File: config.mk
export PLATFORM = sky130hd
export DESIGN_NAME = sram_loader_flat
export DESIGN_NICKNAME = d
export VERILOG_FILES = /design/src/rtl/sram_loader_pkg.sv /design/src/rtl/sram_loader_if.sv /design/src/rtl/sram_loader_region_walker.sv /design/src/rtl/sram_loader.sv /design/src/flat_wrapper.sv
export SDC_FILE = /design/constraint.sdc
export NUM_CORES = 1
export LEC_CHECK = 0
export BUFFER_PORTS_ARGS = -buffer_cell sky130_fd_sc_hd__buf_4
export CAP_MARGIN = 10
export CORE_MARGIN = 2
export CORE_UTILIZATION = 45
export CTS_CLUSTER_DIAMETER = 200
export DETAILED_ROUTE_END_ITERATION = 6
export HOLD_SLACK_MARGIN = 0.15
export PLACE_DENSITY = 0.78
export SLEW_MARGIN = 30
export SYNTH_ARGS = -nofsm -noshare
export SYNTH_HDL_FRONTEND = slang
export SYNTH_SLANG_ARGS = --single-unit
File: constraint.sdc
create_clock -name clk -period 4.8 [get_ports clk]
set_clock_uncertainty 0.15 [all_clocks]
set_input_delay 0.24 -clock clk [delete_from_list [all_inputs] [get_ports clk]]
set_output_delay 0.24 -clock clk [all_outputs]
set_load 0.005 [all_outputs]
File: src/rtl/sram_loader_pkg.sv
// sram_loader_pkg
// Shared defaults and the loader state enumeration.
// Contents:
//   DEF_ADDR_W  default SRAM address width
//   DEF_DATA_W  default SRAM word width
//   state_t     loader FSM states
//   pick_next   picks the first non-empty phase, otherwise a fallback state
package sram_loader_pkg;

    localparam int DEF_ADDR_W = 12;
    localparam int DEF_DATA_W = 16;

    typedef enum logic [2:0] {
        IDLE,
        LOAD1,
        LOAD2,
        TRAILER,
        RB1,
        RB2,
        FINISH
    } state_t;

    // Zero-count regions are skipped entirely, so every phase hand-off goes
    // through this priority pick.
    function automatic state_t pick_next(input logic take_a, input state_t a,
                                         input logic take_b, input state_t b,
                                         input state_t fallback);
        if (take_a) return a;
        if (take_b) return b;
        return fallback;
    endfunction

endpackage

File: src/rtl/sram_loader_if.sv
// sram_loader_if
// Word stream plus the two SRAM ports (image RAM = src1, weight RAM = src2).
// Signals:
//   in_valid, in_data, in_ready               valid/ready word stream
//   srcN_address, srcN_writedata, srcN_write_en  RAM write/read request
//   srcN_readdata                             RAM read data, one-cycle latency
// Modports:
//   master  environment side (stream source and RAMs)
//   slave   loader side
interface sram_loader_if
    import sram_loader_pkg::*;
#(
    parameter int ADDR_W = DEF_ADDR_W,
    parameter int DATA_W = DEF_DATA_W
) ();

    logic              in_valid;
    logic [DATA_W-1:0] in_data;
    logic              in_ready;

    logic [ADDR_W-1:0] src1_address;
    logic [DATA_W-1:0] src1_writedata;
    logic              src1_write_en;
    logic [DATA_W-1:0] src1_readdata;

    logic [ADDR_W-1:0] src2_address;
    logic [DATA_W-1:0] src2_writedata;
    logic              src2_write_en;
    logic [DATA_W-1:0] src2_readdata;

    modport master (
        output in_valid, in_data, src1_readdata, src2_readdata,
        input  in_ready,
        input  src1_address, src1_writedata, src1_write_en,
        input  src2_address, src2_writedata, src2_write_en
    );

    modport slave (
        input  in_valid, in_data, src1_readdata, src2_readdata,
        output in_ready,
        output src1_address, src1_writedata, src1_write_en,
        output src2_address, src2_writedata, src2_write_en
    );

endinterface

File: src/rtl/sram_loader_region_walker.sv
// sram_loader_region_walker
// Walks one RAM region: the address counts up from the start address (wrapping
// at 2^ADDR_W) while a down-counter tracks the words still to go.
// Ports:
//   clk, reset     clock, synchronous active-high reset
//   load           latch start_address / count
//   step           advance one word
//   start_address  first address of the region
//   count          number of words in the region
//   address        current word address (registered)
//   last           current word is the final one of the region
module sram_loader_region_walker
    import sram_loader_pkg::*;
#(
    parameter int ADDR_W = DEF_ADDR_W
) (
    input  logic              clk,
    input  logic              reset,
    input  logic              load,
    input  logic              step,
    input  logic [ADDR_W-1:0] start_address,
    input  logic [ADDR_W:0]   count,
    output logic [ADDR_W-1:0] address,
    output logic              last
);

    logic [ADDR_W:0] remaining;

    always_ff @(posedge clk) begin
        if (reset) begin
            address   <= '0;
            remaining <= '0;
        end else if (load) begin
            address   <= start_address;
            remaining <= count;
        end else if (step) begin
            address   <= address + ADDR_W'(1);
            remaining <= remaining - (ADDR_W+1)'(1);
        end
    end

    assign last = (remaining == (ADDR_W+1)'(1));

endmodule

File: src/rtl/sram_loader.sv
// sram_loader
// Loads an image region and a weight region from a word stream into two SRAMs,
// takes a trailing checksum word, reads both regions back and flags a mismatch.
// Ports:
//   clk, reset                 clock, synchronous active-high reset
//   start                      one-cycle load request, honoured only in IDLE
//   src1/src2_start_address    first write address of each region
//   src1/src2_count            words per region (0..2^ADDR_W)
//   bus                        word stream and both RAM ports (slave side)
//   busy                       high outside IDLE
//   done                       one-cycle completion pulse
//   error                      checksum mismatch, held until the next start
//   layer_start                one-cycle pulse with done when error is low
//
// state   | meaning
// IDLE    | waiting for start
// LOAD1   | writing stream words into the image RAM
// LOAD2   | writing stream words into the weight RAM
// TRAILER | capturing the expected checksum word
// RB1     | reading back the image region, then one drain cycle
// RB2     | reading back the weight region, then one drain cycle
// FINISH  | comparing sums, issuing done / layer_start
module sram_loader
    import sram_loader_pkg::*;
#(
    parameter int ADDR_W = DEF_ADDR_W,
    parameter int DATA_W = DEF_DATA_W
) (
    input  logic              clk,
    input  logic              reset,
    input  logic              start,
    input  logic [ADDR_W-1:0] src1_start_address,
    input  logic [ADDR_W-1:0] src2_start_address,
    input  logic [ADDR_W:0]   src1_count,
    input  logic [ADDR_W:0]   src2_count,
    sram_loader_if.slave      bus,
    output logic              busy,
    output logic              done,
    output logic              error,
    output logic              layer_start
);

    state_t            state;
    logic [ADDR_W-1:0] start1_q, start2_q;
    logic [ADDR_W:0]   count1_q, count2_q;
    logic [DATA_W-1:0] run_sum, rb_sum, trailer_q;
    logic              rd_pend;  // an address was issued last cycle, its data is on readdata now
    logic              drain;    // all addresses of the region issued, waiting for the last word

    logic              xfer, mismatch, idle_start, rb_reload;
    logic              w1_load, w1_step, w1_last;
    logic              w2_load, w2_step, w2_last;
    logic [ADDR_W-1:0] w1_start, w2_start;
    logic [ADDR_W:0]   w1_count, w2_count;

    assign bus.in_ready = (state == LOAD1) || (state == LOAD2) || (state == TRAILER);
    assign xfer         = bus.in_valid && bus.in_ready;
    assign busy         = (state != IDLE);

    assign bus.src1_write_en  = xfer && (state == LOAD1);
    assign bus.src2_write_en  = xfer && (state == LOAD2);
    assign bus.src1_writedata = bus.src1_write_en ? bus.in_data : '0;
    assign bus.src2_writedata = bus.src2_write_en ? bus.in_data : '0;

    // Both walkers are loaded from the ports when the load starts and reloaded
    // from the latched copies when readback begins.
    assign idle_start = (state == IDLE) && start;
    assign rb_reload  = (state == TRAILER) && xfer;
    assign w1_load    = idle_start || rb_reload;
    assign w2_load    = idle_start || rb_reload;
    assign w1_start   = (state == IDLE) ? src1_start_address : start1_q;
    assign w2_start   = (state == IDLE) ? src2_start_address : start2_q;
    assign w1_count   = (state == IDLE) ? src1_count : count1_q;
    assign w2_count   = (state == IDLE) ? src2_count : count2_q;
    assign w1_step    = ((state == LOAD1) && xfer) || ((state == RB1) && !drain);
    assign w2_step    = ((state == LOAD2) && xfer) || ((state == RB2) && !drain);

    assign mismatch = (rb_sum != trailer_q) || (rb_sum != run_sum);

    sram_loader_region_walker #(.ADDR_W(ADDR_W)) u_walk1 (
        .clk(clk), .reset(reset), .load(w1_load), .step(w1_step),
        .start_address(w1_start), .count(w1_count),
        .address(bus.src1_address), .last(w1_last)
    );

    sram_loader_region_walker #(.ADDR_W(ADDR_W)) u_walk2 (
        .clk(clk), .reset(reset), .load(w2_load), .step(w2_step),
        .start_address(w2_start), .count(w2_count),
        .address(bus.src2_address), .last(w2_last)
    );

    always_ff @(posedge clk) begin
        if (reset) begin
            state       <= IDLE;
            start1_q    <= '0;
            start2_q    <= '0;
            count1_q    <= '0;
            count2_q    <= '0;
            run_sum     <= '0;
            rb_sum      <= '0;
            trailer_q   <= '0;
            rd_pend     <= 1'b0;
            drain       <= 1'b0;
            done        <= 1'b0;
            error       <= 1'b0;
            layer_start <= 1'b0;
        end else begin
            done        <= 1'b0;
            layer_start <= 1'b0;
            case (state)
                IDLE: if (start) begin
                    start1_q <= src1_start_address;
                    start2_q <= src2_start_address;
                    count1_q <= src1_count;
                    count2_q <= src2_count;
                    run_sum  <= '0;
                    rb_sum   <= '0;
                    error    <= 1'b0;
                    state    <= pick_next(src1_count != '0, LOAD1,
                                          src2_count != '0, LOAD2, TRAILER);
                end
                LOAD1: if (xfer) begin
                    run_sum <= run_sum + bus.in_data;
                    if (w1_last) state <= (count2_q != '0) ? LOAD2 : TRAILER;
                end
                LOAD2: if (xfer) begin
                    run_sum <= run_sum + bus.in_data;
                    if (w2_last) state <= TRAILER;
                end
                TRAILER: if (xfer) begin
                    trailer_q <= bus.in_data;
                    rd_pend   <= 1'b0;
                    drain     <= 1'b0;
                    state     <= pick_next(count1_q != '0, RB1,
                                           count2_q != '0, RB2, FINISH);
                end
                RB1: begin
                    if (rd_pend) rb_sum <= rb_sum + bus.src1_readdata;
                    if (drain) begin
                        rd_pend <= 1'b0;
                        drain   <= 1'b0;
                        state   <= (count2_q != '0) ? RB2 : FINISH;
                    end else begin
                        rd_pend <= 1'b1;
                        drain   <= w1_last;
                    end
                end
                RB2: begin
                    if (rd_pend) rb_sum <= rb_sum + bus.src2_readdata;
                    if (drain) begin
                        rd_pend <= 1'b0;
                        drain   <= 1'b0;
                        state   <= FINISH;
                    end else begin
                        rd_pend <= 1'b1;
                        drain   <= w2_last;
                    end
                end
                FINISH: begin
                    error       <= mismatch;
                    done        <= 1'b1;
                    layer_start <= !mismatch;
                    state       <= IDLE;
                end
                default: state <= IDLE;
            endcase
        end
    end

endmodule

File: src/flat_wrapper.sv
// flat-port wrapper written by rule: the top's interface ports become plain ports
module sram_loader_flat import sram_loader_pkg::*;
#(
    parameter int ADDR_W = DEF_ADDR_W,
    parameter int DATA_W = DEF_DATA_W
)
  (clk, reset, start, src1_start_address, src2_start_address, src1_count, src2_count, busy, done, error, layer_start, bus_in_valid, bus_in_data, bus_src1_readdata, bus_src2_readdata, bus_in_ready, bus_src1_address, bus_src1_writedata, bus_src1_write_en, bus_src2_address, bus_src2_writedata, bus_src2_write_en);
  sram_loader_if #(.ADDR_W(ADDR_W), .DATA_W(DATA_W)) bus_i ();
  input  logic clk;
  input  logic reset;
  input  logic start;
  input  logic [ADDR_W-1:0] src1_start_address;
  input  logic [ADDR_W-1:0] src2_start_address;
  input  logic [ADDR_W:0] src1_count;
  input  logic [ADDR_W:0] src2_count;
  output logic busy;
  output logic done;
  output logic error;
  output logic layer_start;
  input wire logic [$bits(bus_i.in_valid)-1:0] bus_in_valid;
  input wire logic [$bits(bus_i.in_data)-1:0] bus_in_data;
  input wire logic [$bits(bus_i.src1_readdata)-1:0] bus_src1_readdata;
  input wire logic [$bits(bus_i.src2_readdata)-1:0] bus_src2_readdata;
  output wire logic [$bits(bus_i.in_ready)-1:0] bus_in_ready;
  output wire logic [$bits(bus_i.src1_address)-1:0] bus_src1_address;
  output wire logic [$bits(bus_i.src1_writedata)-1:0] bus_src1_writedata;
  output wire logic [$bits(bus_i.src1_write_en)-1:0] bus_src1_write_en;
  output wire logic [$bits(bus_i.src2_address)-1:0] bus_src2_address;
  output wire logic [$bits(bus_i.src2_writedata)-1:0] bus_src2_writedata;
  output wire logic [$bits(bus_i.src2_write_en)-1:0] bus_src2_write_en;
  assign bus_i.in_valid = bus_in_valid;
  assign bus_i.in_data = bus_in_data;
  assign bus_i.src1_readdata = bus_src1_readdata;
  assign bus_i.src2_readdata = bus_src2_readdata;
  assign bus_in_ready = bus_i.in_ready;
  assign bus_src1_address = bus_i.src1_address;
  assign bus_src1_writedata = bus_i.src1_writedata;
  assign bus_src1_write_en = bus_i.src1_write_en;
  assign bus_src2_address = bus_i.src2_address;
  assign bus_src2_writedata = bus_i.src2_writedata;
  assign bus_src2_write_en = bus_i.src2_write_en;
  sram_loader #(.ADDR_W(ADDR_W), .DATA_W(DATA_W)) u_core (.clk(clk), .reset(reset), .start(start), .src1_start_address(src1_start_address), .src2_start_address(src2_start_address), .src1_count(src1_count), .src2_count(src2_count), .bus(bus_i), .busy(busy), .done(done), .error(error), .layer_start(layer_start));
endmodule
* Yosys cells after proc, flatten, opt, wreduce, memory -nomap -nowiden *
Index checks and enable logic that the tools add are counted.

storage, ports and cells
  flip-flop bits (word level) = 156
  word-level logic and storage cells = 151
  output and inout port bits = 63

operators by class
  add/subtract/negate cells = 7
  reductions and logical operators = 39
  mux-type cells = 66
  equality and inequality tests = 21
  bitwise logic cells = 1

operators with widths
  operator                                                                  number
  16-bit 2-to-1 mux                                                         6
  13-bit 2-to-1 mux                                                         6
  12-bit 2-to-1 mux                                                         6
  13-bit nonzero test                                                       4
  16-bit adder                                                              3
  3-bit 2-to-1 mux                                                          16
  16-bit case mux with 3 select lines                                       1
  16-bit inequality test                                                    2
  16-bit case mux with 2 select lines                                       1
  13-bit by 1-bit equality test with 1-bit output (second input constant)   2
  13-bit by 1-bit subtractor with 13-bit output (second input constant)     2
  1-bit 2-to-1 mux                                                          25
  12-bit by 1-bit adder with 12-bit output (second input constant)          2
  2-bit by 1-bit inequality test with 1-bit output (second input constant)  10
  3-bit case mux with 6 select lines                                        1
  2-bit AND reduction                                                       5
  2-bit nonzero test                                                        5
  3-bit equality test (second input constant)                               3
  3-bit nonzero test                                                        3
  8-bit AND reduction                                                       1
  1-bit logical AND                                                         7
  3-bit by 2-bit equality test with 1-bit output (second input constant)    2
  1-bit logical OR                                                          6
  2-bit OR reduction                                                        3
  10 further kinds                                                          12

* Longest topological paths before layout *
Gate-level depths: netlist of run 1.

  depth in word-level cells = 15
  depth in mapped cells = 13

* Modules after synthesis *
A second synthesis of run 1 with hierarchy kept.

second synthesis, totals
  cell total of the unflattened synthesis = 1142
  area, all modules = 9307.7 µm²

modules (own cells, without submodules)
  module                     instances  seq. area each (µm²)  area each (µm²)  cells an instance
  sram_loader                1          2122.0                6640.1           820
  sram_loader_region_walker  2          500.5                 1333.8           161

* Worst setup path after synthesis of run 1 *
No wires, ideal clock.

  path kind = register to register
  from = register u_core.state[0]
  to = register u_core.rb_sum[9]
  library setup time = 0.117 ns
  path slack = 1.475 ns
  arrival time = 3.057 ns
  stages on the path, launching flop included = 13
  cells stage by stage = dfxtp_1 buf_2 buf_1 nand2_1 clkbuf_1 mux2_2 ha_1 a21oi_1 o21bai_1 o21ai_0 a21boi_0 or3_1 a32o_1

on the way
  word-level cells in the longest chain between the ends = 3
  elaborated cells on any way between the ends = 9

RTL lines
  element                                                                             line                source
  start, declared                                                                     sram_loader.sv:43   state_t state;
  start signal, assigned                                                              sram_loader.sv:119  state <= pick_next(src1_count != '0, LOAD1,
  start signal, assigned                                                              sram_loader.sv:124  if (w1_last) state <= (count2_q != '0) ? LOAD2 : TRAILER;
  start signal, assigned                                                              sram_loader.sv:134  state <= pick_next(count1_q != '0, RB1,
  3-bit equality test or 3-bit logical NOT (tied branches)                            sram_loader.sv:110  case (state)
  2-bit by 1-bit inequality test with 1-bit output (no line) (tied with other cells)  --
  4-bit AND reduction (no line)                                                       --
  end signal, assigned                                                                sram_loader.sv:138  if (rd_pend) rb_sum <= rb_sum + bus.src1_readdata;
  end signal, assigned                                                                sram_loader.sv:149  if (rd_pend) rb_sum <= rb_sum + bus.src2_readdata;
  end, declared                                                                       sram_loader.sv:46   logic [DATA_W-1:0] run_sum, rb_sum, trailer_q;

Several ways; a longest one is shown, not always the timed one.
A chain may end at the register's enable or synchronous reset.

* Worst setup path in the final report of run 1 *
  from = register u_core.state[2]
  to = register u_core.rb_sum[15]

Same word-level chain as after synthesis.

==> flow_summary_export.csv, run 1 <==
group,metric,value,unit
synth,synth_top_flop_cell,"dfxtp_1",
hold_path,hold-path-cell-count,4,
sta,period_needed,4.13,ns
cts,worstSkewPairLatency,0.43,ns
detailed_routing,drt-initial-drc-count,794,
critical_path,rr_endpoint,"u_core.rb_sum[15]",
placement,io_buffers,164,
synth,synth_async_sr_flop_share,0,
critical_path,cp.required,4.96,ns
critical_path,slowest_delay,0.56,ns
synth,synth_edf_count,0,
die,dieArea,21800,µm²
sta,timing.fmax,242,MHz
hold_path,hold_class,"input port to flip-flop",
detailed_routing,ant_nets,0,
cts,ctsHtreeMaxLevel,4,
final_layout,diodes,0,
cts,clockRootBuffer,"clkbuf_16",
sta,fin_crit_sh,0.860,
final_layout,syn_to_final_growth,29.8,%
sta,rsz0062_at_grt,"false",
sta,slew_headroom,0.377,
die,chipHeight,148,µm
die,core,20200,µm²
hold_path,min-delay-start,"start",
outcome,status,"finished, final reports clean",
synth,syn-cell-area,9300,µm²
synth,synth_area_leaders,"dfxtp_1, nand2_1, a21oi_1",
critical_path,timing.rr.start,"u_core.state[2]",
sta,setup_viol,0,
cts,cts_tree,"built",
final_layout,finalNetCount,1583,
global_routing,grt_pass1_wl,45.0,mm
detailed_routing,via_count,9775,
die,ioPinCount,165,
placement,finalWeightedCongestion,0.917,
global_routing,grtUsageTotal,0.252,
critical_path,crit_chain,"buf_4 > nor2b_1 > nand2_1 > mux2_2 > ha_1 > a21oi_1 > o21bai_1 > o21ai_0 > nand3_1 > nand3_1 > dlygate4sd3_1 > nand3_1",
critical_path,cp.depth,12,
global_routing,grt_pass1_vias,9128,
critical_path,crit_path_frequent_cell,"nand3_1",
die,row_count,52,
die,start_util,0.460,
critical_path,slowest_stage,"dlygate4sd3_1",
cts,cts.clk_slew.worst_paths,0.07,ns
pwr,power,5.78,mW
synth,synth_area_leader_cell,"dfxtp_1",
detailed_routing,drcViolationCount,0,
detailed_routing,wl,27.6,mm
synth,syn_inst,1241,
sta,tightestPinTransition,0.931,ns
synth,yosysTopAreaCellShare,0.336,
final_layout,final_core_utilization,0.597,
critical_path,setup.worst_path.class,"flip-flop to flip-flop",
critical_path,cp-end-kind,"flip-flop",
synth,ys_seq_area_frac,0.336,
synth,syn-num-nets,1384,
critical_path,cp_top_family,"simple AND/OR/NAND/NOR gates",
synth,synth.avg_cell_area,7.50,µm²
critical_path,r2r_slack,0.67,ns
sta,drv_slew,0,
die,die_w,148,µm
final_layout,drive_gt1_frac,0.171,
job,maxCapViolations,0,
cts,cts_buffers,17,
cts,clockBufferDepth,2,
pwr,power_density,479,nW/µm²
global_routing,overflow,0,
synth,synth-seq-cells,156,
sta,fin_setup_tns,0,ns
detailed_routing,first_pass_iters,5,
placement,hpwl,18.8,mm
global_routing,grt_max_degree,75,
cts,postCtsSetupRepairBufs,0,
sta,hold_violations,0,
critical_path,cp.arrival,4.29,ns
synth,synth_warnings,0,
pwr,peakVddDrop,0.000345,V
synth,synth_cell_types,69,
critical_path,worst-r2r-cell-count,12,
pwr,leakage,5.05,nW
cts,cts.sinks,156,
detailed_routing,drt-wirelength-per-cell,16.0,µm
global_routing,antenna_found_initial,0,
detailed_routing,viasPerCell,5.67,
critical_path,worst-path-max-fanout,24,
critical_path,start_kind,"flip-flop",
critical_path,cp_num_buf_inv,2,
hold_path,hold_end,"u_core.error",
## through the flow
stage	hold WS [ns]	setup WS (ns)	area, µm²	std cells
after detailed placement	0.298	0.951	10800	1621
final	0.166	0.670	12100	1723
after floorplan	0.226	1.48	9300	1241
after global routing	0.168	0.377	12100	1723
after CTS	0.153	0.765	12100	1723
after global placement	0.292	1.03	10700	1619
## worst max-delay path by stage
stage / start / end / slack (ns)
floorplan: u_core.state[0] / u_core.rb_sum[9] / 1.48
global placement: u_core.state[2] / u_core.rb_sum[9] / 1.03
detailed placement: u_core.state[2] / u_core.rb_sum[9] / 0.95
CTS: u_core.state[2] / u_core.rb_sum[15] / 0.77
global route: u_core.state[2] / u_core.rb_sum[15] / 0.38
finish: u_core.state[2] / u_core.rb_sum[15] / 0.67
## what timing repair did
action                                 in CTS  in global routing
hold buffers                               70                  0
resized for setup                           0                  0
endpoints found under the hold margin     118                  0
setup endpoints to repair                   0                  0
## sequential cells by signal, summed over array words and instances (netlist names), 13 cells and up
name,count
u_core.u_walk1.remaining,13
u_core.count2_q,13
u_core.run_sum,16
u_core.count1_q,13
u_core.u_walk2.remaining,13
u_core.rb_sum,16
u_core.trailer_q,16
## metal layers
| layer | routed length (µm) | track usage |
|---|---|---|
| met2 | 13400 | 0.439 |
| met1 | 11500 | 0.310 |
| met3 | 2080 | 0.0509 |
| met5 | 0 | 0 |
| met4 | 648 | 0.0875 |
## logic make-up (layout without fill, tap and decap cells)
kind of cell,count (synthesis),count (layout),synth area share
multiplexers,22,22,0.0258
buffers and inverters,90,302,0.0381
AO/OA/AOI/OAI,283,283,0.197
flip-flops,156,156,0.336
XOR/XNOR,58,58,0.0546
adder cells (fa/ha/maj),41,41,0.0568
AND/OR/NAND/NOR,591,591,0.292
## report_power, final
| part | total (mW) | internal [mW] | switching, mW | leakage (nW) |
|---|---|---|---|---|
| clock network | 1.39 | 0.762 | 0.626 | 0.300 |
| registers | 1.89 | 1.59 | 0.301 | 1.28 |
| logic | 2.50 | 1.05 | 1.45 | 3.47 |
## tightest hold or removal path: stages
cell	delay [ns]
buf_4	0.13
nand2_2	0.15
nand2_1	0.11
a211oi_1	0.06
## synth_stat cells (6+ instances only)
library cell / instances
nand2_1: 291
dfxtp_1: 156
a21oi_1: 119
nor2_1: 91
clkbuf_1: 56
nand3_1: 42
a311oi_1: 40
ha_1: 39
and2_1: 35
nor3_1: 34
o21ai_0: 34
xnor2_1: 31
xor2_1: 27
and3_1: 22
inv_1: 20
mux2_2: 16
nand4_1: 15
nor4_1: 15
a21o_1: 14
buf_2: 10
a211oi_1: 9
or3_1: 9
a31oi_1: 8
a22oi_1: 7
o22ai_1: 7
mux2i_1: 6
nand2b_1: 6
nor2b_1: 6
## final cells by class
cell class / instances / area (µm²)
Fill cell: 1777 / 8160
Multi-Input combinational cell: 995 / 5860
Sequential cell: 156 / 3120
Timing Repair Buffer: 250 / 2080
Clock buffer: 18 / 439
Tap cell: 270 / 338
Clock inverter: 14 / 164
Inverter: 20 / 75.1
## layout by cell type, fill, tap and decap left out, drive strengths merged, types with 4 or more instances in the layout
| cell type | Yosys | layout |
|---|---|---|
| and3 | 22 | 22 |
| nand2 | 291 | 291 |
| nand2b | 6 | 6 |
| nor2 | 91 | 91 |
| a211o | 4 | 4 |
| nor3 | 35 | 35 |
| clkbuf | 56 | 18 |
| o211ai | 5 | 5 |
| a22oi | 7 | 7 |
| nor2b | 6 | 6 |
| a21o | 14 | 14 |
| dlygate4sd3 | 0 | 70 |
| o21bai | 5 | 5 |
| o21ai | 36 | 36 |
| xor2 | 27 | 27 |
| a31oi | 8 | 8 |
| nand3 | 42 | 42 |
| mux2i | 6 | 6 |
| or3 | 9 | 9 |
| nor4 | 16 | 16 |
| nand4 | 15 | 15 |
| inv | 20 | 32 |
| mux2 | 16 | 16 |
| ha | 39 | 39 |
| buf | 14 | 180 |
| xnor2 | 31 | 31 |
| a211oi | 9 | 9 |
| o21a | 4 | 4 |
| dfxtp | 156 | 156 |
| and2 | 35 | 35 |
| nand3b | 4 | 4 |
| o22ai | 7 | 7 |
| a21oi | 119 | 119 |
| a311oi | 41 | 41 |
(Power assumes the default switching activity.)
==> inputs of run 2 (changes only) <==
--- a/config.mk
+++ b/config.mk
@@ -13,6 +13,7 @@
 export DETAILED_ROUTE_END_ITERATION = 6
 export HOLD_SLACK_MARGIN = 0.15
 export PLACE_DENSITY = 0.78
+export REMOVE_ABC_BUFFERS = 1
 export SLEW_MARGIN = 30
 export SYNTH_ARGS = -nofsm -noshare
 export SYNTH_HDL_FRONTEND = slang
==> run 2 against run 1 <==
Effect of this change:
- sequential power hardly changed
- critical path depth shrank 2
- cell count fell by 0.23%
- setup slack improved by 0.53 ns
- register-to-register slack better by 0.53 ns
- routed wire length fell by 1.7%
- highest routed layer unchanged
- total power fell by 1.2%
- fmax up 15%
- sequential cell count did not move
- global-route usage down 0.80 points
- sequential share of layout area up 0.094 points
==> flow_summary_export.csv, run 2 (synthesis gave the netlist of run 1 again) <==
group,metric,value,unit
critical_path,worst-r2r-cell-count,10,
cts,cts_resized,0,
cts,cts_buffers,17,
sta,holdWs,0.154,ns
detailed_routing,via_count,9722,
detailed_routing,drt-initial-drc-count,811,
final_layout,fin_cells,1719,
critical_path,timing.rr.start,"u_core.state[0]",
placement,hpwl,18.2,mm
global_routing,grt_max_degree,72,
die,ioPinCount,165,
die,row_count,52,
pwr,peakVddDrop,0.000272,V
global_routing,overflow,0,
sta,tightestPinTransition,0.904,ns
critical_path,cp.required,4.96,ns
sta,period_needed,3.60,ns
critical_path,slowest_stage,"dfxtp_1",
cts,clockRootBuffer,"clkbuf_16",
placement,finalWeightedCongestion,0.908,
job,maxCapViolations,0,
final_layout,final_core_utilization,0.595,
die,core,20200,µm²
die,chipHeight,148,µm
placement,dpl_cell_area,10700,µm²
die,die_w,148,µm
detailed_routing,viasPerCell,5.66,
sta,hold_violations,0,
final_layout,syn_to_final_growth,29.3,%
sta,setup_viol,0,
cts,worstSkewPairLatency,0.42,ns
detailed_routing,drt-wirelength-per-cell,15.8,µm
global_routing,grt_pass1_wl,44.0,mm
sta,slew_headroom,0.396,
sta,fin_crit_sh,0.751,
hold_path,hold-path-cell-count,5,
hold_path,min-delay-start,"bus_src1_readdata[15]",
final_layout,final_common_cell,"nand2_1",
detailed_routing,first_pass_iters,5,
sta,rsz0062_at_grt,"false",
pwr,leakage,5.01,nW
global_routing,grt_pass1_vias,9080,
cts,ctsHtreeMaxLevel,4,
final_layout,diodes,0,
final_layout,finalNetCount,1579,
final_layout,seq_area,3120,µm²
critical_path,cp-end-kind,"flip-flop",
global_routing,antenna_found_initial,0,
cts,cts_tree,"built",
final_layout,drive_gt1_frac,0.168,
final_layout,fin_area,12000,µm²
cts,clockBufferDepth,2,
pwr,power_density,475,nW/µm²
critical_path,slowest_delay,0.82,ns
hold_path,hold_class,"input port to flip-flop",
detailed_routing,drcViolationCount,0,
global_routing,grtUsageTotal,0.244,
final_layout,multi_input_area,5860,µm²
sta,timing.fmax,278,MHz
critical_path,cp.arrival,3.77,ns
die,start_util,0.460,
cts,cts.sinks,156,
critical_path,crit_chain,"nand2_1 > buf_4 > mux2_2 > ha_1 > a21oi_1 > a211oi_1 > o21ai_0 > a21boi_0 > or3_1 > a32o_1",
placement,placed_cells,1617,
final_layout,final.fill_count,1707,
die,dieArea,21800,µm²
pwr,power,5.71,mW
placement,io_buffers,164,
critical_path,crit_path_start,"u_core.state[0]",
final_layout,layout_common_cells,"nand2_1, buf_4, dfxtp_1",
critical_path,start_kind,"flip-flop",
final_layout,reg_top3,"u_core.rb_sum x16, u_core.run_sum x16, u_core.trailer_q x16",
detailed_routing,wl,27.2,mm
critical_path,worst-path-max-fanout,23,
cts,cts.clk_slew.worst_paths,0.06,ns
critical_path,setup.worst_path.class,"flip-flop to flip-flop",
cts,cts_hold_buf,69,
detailed_routing,ant_nets,0,
outcome,status,"finished, final reports clean",
sta,drv_slew,0,
cts,postCtsSetupRepairBufs,0,
==> run 2: cell type report <==
| class | count | share of cell area |
|---|---|---|
| timing repair buffer | 246 | 0.169 |
| clock inverter | 8 | 0.00894 |
| tap | 270 | 0.0281 |
| inverter | 20 | 0.00624 |
| clock buffer | 24 | 0.0409 |
| multi-input combinational | 995 | 0.487 |
| sequential | 156 | 0.260 |
==> run 2: routing by layer <==
metal  wire (µm)  global-route usage
met5           0                   0
met1       12200               0.333
met2       12900               0.395
met4         454              0.0736
met3        1580              0.0438
==> run 2: critical path: cells and delay by family, from the launching register on <==
kind | cells | cell delay [ns]
fa+ha+maj | 1 | 0.35
mux | 1 | 0.30
compound gates | 5 | 1.17
buf+inv | 1 | 0.25
simple gates | 2 | 0.44
flops | 1 | 0.82
==> run 2: worst paths after layout <==
check	slack (ns)	end
worst max-delay path	1.20	u_core.rb_sum[9]
worst min-delay path	0.15	u_core.rb_sum[15]
worst max register to register	1.20	u_core.rb_sum[9]
worst min register to register	0.30	u_core.start1_q[10]
==> run 2: power breakdown <==
group | switching, mW | leakage, nW | internal, mW
logic | 1.42 | 3.45 | 1.02
registers | 0.312 | 1.28 | 1.59
clock network | 0.541 | 0.279 | 0.824
total | 2.27 | 5.01 | 3.44
==> run 2: stage by stage <==
| stage | setup TNS [ns] | worst slack [ns] |
|---|---|---|
| final | 0 | 1.20 |
| after global routing | 0 | 0.990 |
| after CTS | 0 | 1.26 |
| after detailed placement | 0 | 1.28 |
| after global placement | 0 | 1.37 |
| after floorplan | -0.613 | -0.260 |
